==> src/rtl/low_power_approx_adder_pkg.sv <==
// low_power_approx_adder_pkg: shared widths and cell mode constants for the approximate adder
package low_power_approx_adder_pkg;
    localparam int   ADD_WIDTH   = 4;
    localparam int   MASK_WIDTH  = ADD_WIDTH - 1;
    localparam logic MODE_APPROX = 1'b0;
    localparam logic MODE_EXACT  = 1'b1;
endpackage

==> src/rtl/low_power_approx_adder_fa_cell.sv <==
// approx_fa_cell: one adder bit, exact full adder or carry-breaking OR/AND approximation
module approx_fa_cell
    import low_power_approx_adder_pkg::*;
(
    input  logic a,
    input  logic b,
    input  logic c_in,
    input  logic mode,
    output logic s,
    output logic c_out
);
    logic w_a, w_b, w_c;
    // exact-path inputs are forced low in approximate mode so that logic stays quiet
    always_comb begin
        w_a   = a & mode;
        w_b   = b & mode;
        w_c   = c_in & mode;
        s     = (mode == MODE_EXACT) ? (w_a ^ w_b ^ w_c) : (a | b);
        c_out = (mode == MODE_EXACT) ? ((w_a & w_b) | (w_a & w_c) | (w_b & w_c)) : (a & b);
    end
endmodule

==> src/rtl/low_power_approx_adder.sv <==
// low_power_approx_adder: mask-configurable approximate ripple adder with registered sum
module low_power_approx_adder
    import low_power_approx_adder_pkg::*;
#(
    parameter int WIDTH = ADD_WIDTH
) (
    input  logic             clk,
    input  logic             rst_n,
    input  logic [WIDTH-1:0] in1,
    input  logic [WIDTH-1:0] in2,
    input  logic [WIDTH-2:0] mask,
    input  logic             in_valid,
    output logic [WIDTH-1:0] out,
    output logic             out_valid
);
    logic [WIDTH-1:0] w_c;
    logic [WIDTH-1:0] w_sum;
    logic             w_carry_unused;
    logic [WIDTH-1:0] r_out;
    logic             r_valid;
    assign w_c[0] = 1'b0;
    for (genvar i = 0; i < WIDTH; i++) begin : g_bit
        if (i == WIDTH - 1) begin : g_msb
            approx_fa_cell u_cell (
                .a     (in1[i]),
                .b     (in2[i]),
                .c_in  (w_c[i]),
                .mode  (MODE_EXACT),
                .s     (w_sum[i]),
                .c_out (w_carry_unused)
            );
        end else begin : g_lo
            approx_fa_cell u_cell (
                .a     (in1[i]),
                .b     (in2[i]),
                .c_in  (w_c[i]),
                .mode  (mask[i]),
                .s     (w_sum[i]),
                .c_out (w_c[i+1])
            );
        end
    end
    always_ff @(posedge clk or negedge rst_n) begin
        if (!rst_n) begin
            r_out   <= '0;
            r_valid <= 1'b0;
        end else begin
            r_valid <= in_valid;
            if (in_valid) r_out <= w_sum;
        end
    end
    assign out       = r_out;
    assign out_valid = r_valid;
endmodule

==> config.mk <==
export PLATFORM = sky130hd
export DESIGN_NAME = low_power_approx_adder
export DESIGN_NICKNAME = d
export VERILOG_FILES = /design/src/rtl/low_power_approx_adder_pkg.sv /design/src/rtl/low_power_approx_adder_fa_cell.sv /design/src/rtl/low_power_approx_adder.sv
export SDC_FILE = /design/constraint.sdc
export NUM_CORES = 1
export LEC_CHECK = 0
export CAP_MARGIN = 20
export CORE_AREA = 2 2 39 41
export DETAILED_ROUTE_END_ITERATION = 16
export DIE_AREA = 0 0 41 43
export PLACE_DENSITY_LB_ADDON = 0.15
export SLEW_MARGIN = 20
export SYNTH_ARGS = -nofsm -noshare
export SYNTH_HDL_FRONTEND = slang
export SYNTH_SLANG_ARGS = --single-unit
==> constraint.sdc <==
create_clock -name clk -period 0.9 [get_ports clk]
set_clock_uncertainty 0.15 [all_clocks]
set_input_delay 0.18 -clock clk [delete_from_list [all_inputs] [get_ports clk]]
set_output_delay 0.18 -clock clk [all_outputs]
set_load 0.02 [all_outputs]
==> out/metrics.cfg <==
[synth]
yosys-top-cells-area = dfrtp_1, fa_1, mux2_2, and2_1, nand2_1
async_flop_share_pct = 100.0
yosys.cell_count.top_type = nand2_1
synth_cells = 41
syn_nets = 58
synth_flop_cell = dfrtp_1
yosys.area.top_type_share_pct = 32.68
ys_ff_latch = 5
ys.warnings.count = 0
synth_edf_count = 0
synth_top_cell_by_area = dfrtp_1
syn_area_sq_um = 382.9
synth.distinct_cells = 14
synth_seq_area_share_pct = 32.68
syn_avg_cell_area_sq_um = 9.338
synth_common_cells = nand2_1, and2_1, dfrtp_1, o21ai_0, nor2_1

[clocking]
cts.sinks = 5
cts-buffers-inserted = 3
clock_latency_ns = 0.24
cts_tree = built
clk_path_buf_depth = 2
cts_max_level = 1
path_clk_slew_ns = 0.05
cts.root.buffer_cell = clkbuf_4

[route]
viasPerCell = 4.426
wl_per_cell_um = 9.223
first_pass_iters = 2
drt-initial-drc-count = 1
vias = 416
drc = 0
routed_wirelength_um = 867
ant_nets = 0

[power]
leakage_nw = 0.3866
power_uw = 927.7
p_per_area_nw_per_um2 = 1179
vdd_drop_max_uv = 528.3

[critical_path]
worst_r2r_startpoint = out[0]
critPathKind = in -> reg
setup.worst_path.end_class = flip-flop
start_kind = input pin
crit_required_ns = 0.87
worstSetupStartpoint = in1[0]
path_max_fanout = 2
critPathArrivalTime_ns = 2.14

[global_routing]
grt_pass1_wl_um = 1483
gr-usage-met3_pct = 3.141
grt_overflow = 0
grt_max_degree = 6
antenna_found_initial = 0
grt_use_met2_pct = 20.63
track_usage_pct = 13.32
busiest_layer = met2
grt_pass1_vias = 375
grtUsageMet1_pct = 13.73

[hold_path]
hp-class = in -> async

[sta]
rsz0062_at_grt = true
worst_pin_slew_ns = 0.2671
slew_viol_final = 0
whs_ns = -0.001856
finalSetupViolCount = 9
worst_slack_ns = -1.273
max_slew_margin_pct = 82.20
fin_crit_sh_pct = 241.5
fmax_ghz = 0.4602
finalCriticalPeriod_ns = 2.173
final_hold_viol_count = 3

[place]
placed_area_sq_um = 723.2
gp_congestion = 0.5879
port_buffers = 18

[status]
violations = negative hold slack, negative setup slack
outcome = finished, violations left

[die]
fp-row-count = 14
start_util_pct = 27.67
core_sq_um = 1384
die_area_sq_um = 1763
die_x_um = 41
io_pins = 19
dieHeight_um = 43

[layout]
drive_above_1_share_pct = 56.41
finalInstanceArea_sq_um = 787.0
syn_to_final_growth_pct = 105.6
num-fill-cells = 133
n_antenna_cell = 0
nNetsFinal = 96

[flow_run]
maxCapViolCount = 0

==> cells in the final DEF (no fill, tap or decap), drive strengths merged <==
| cell type | n |
|---|---|
| mux2 | 3 |
| o21ai | 5 |
| clkdlybuf4s50 | 6 |
| nand3 | 1 |
| ha | 1 |
| nand3b | 1 |
| dlymetal6s2s | 1 |
| buf | 23 |
| clkbuf | 4 |
| a31oi | 1 |
| a21o | 1 |
| dfrtp | 5 |
| fa | 2 |
| nor2 | 4 |
| dlygate4sd2 | 3 |
| nand2 | 8 |
| and2 | 8 |
| xor2 | 1 |
==> sequential cells by signal (all words and copies together) (netlist names) <==
| register | count |
|---|---|
| out | 4 |
| out_valid | 1 |
==> stage by stage <==
stage               util (%)  hold slack (ns)  instances  setup TNS [ns]  worst slack (ns)
floorplan                  -          -0.2656         41          -3.709            -1.407
detailed placement     52.26           0.2651         89          -8.012            -2.005
finish                 56.87        -0.001856         94          -4.158            -1.273
CTS                    55.61        -0.001701         94          -4.315            -1.303
global route           56.87         0.007927         94          -4.549            -1.323
global placement       52.26           0.2668         89          -7.922            -1.990
==> power breakdown <==
group,switching [mW],internal (mW),total [mW]
logic,0.142,0.249,0.391
clock network,0.0929,0.168,0.261
registers,0.0209,0.255,0.276
==> repair_timing <==
action,4_1_cts,5_1_grt
endpoints found under the hold margin,3,0
resized for setup,50,6
pin swaps,7,4
setup buffers,1,0
gates cloned,0,0
setup endpoints to repair,9,9
==> metal layers <==
| layer | wire length, um | up-vias |
|---|---|---|
| met5 | 0 | - |
| met4 | 41 | 0 |
| met3 | 45 | 5 |
| met2 | 465 | 14 |
| met1 | 315 | 184 |
| li1 | - | 213 |
==> cell families (layout without fill, tap and decap cells) <==
logic type                 after synthesis  in the layout  synth area share [%]
AOI/OAI and AO/OA                        7              7                 10.13
muxes                                    3              3                 8.823
xor gates and xnor gates                 1              1                 2.288
DFF                                      5              5                 32.68
buffers and inverters                    0             37                     0
and+or+nand+nor                         22             22                 32.35
adders and majority gates                3              3                 13.73
==> cell type report <==
class                           count  area, sq um  share of cell area, %
Clock buffer                        4        26.28                  3.339
Multi-Input combinational cell     36        310.3                  39.43
Sequential cell                     5        125.1                  15.90
Tap cell                           16        20.02                  2.544
Timing Repair Buffer               33        305.3                  38.79
==> critical path, cell delays in order <==
cell	delay [ns]
buf_6	0.09
and2_4	0.15
ha_4	0.15
nand2_2	0.04
o21ai_1	0.05
and2_1	0.14
fa_2	0.32
nand2_1	0.07
o21ai_1	0.06
and2_4	0.14
fa_2	0.40
nand2_1	0.06
o21ai_1	0.05
mux2_4	0.25
==> path summary, 6_finish.rpt <==
| check | end | cells after the start | slack (ns) |
|---|---|---|---|
| max | out[2] | 14 | -1.27 |
| min | out_valid | 1 | -0.002 |
| max reg2reg | out[0] | 2 | -0.15 |
| min reg2reg | out[2] | 2 | 0.46 |
| max in group asynchronous | out[2] | 1 | 0.41 |
| min in group clk | out_valid | 1 | 0.18 |
Note: power is estimated with default switching activity, not from simulation.
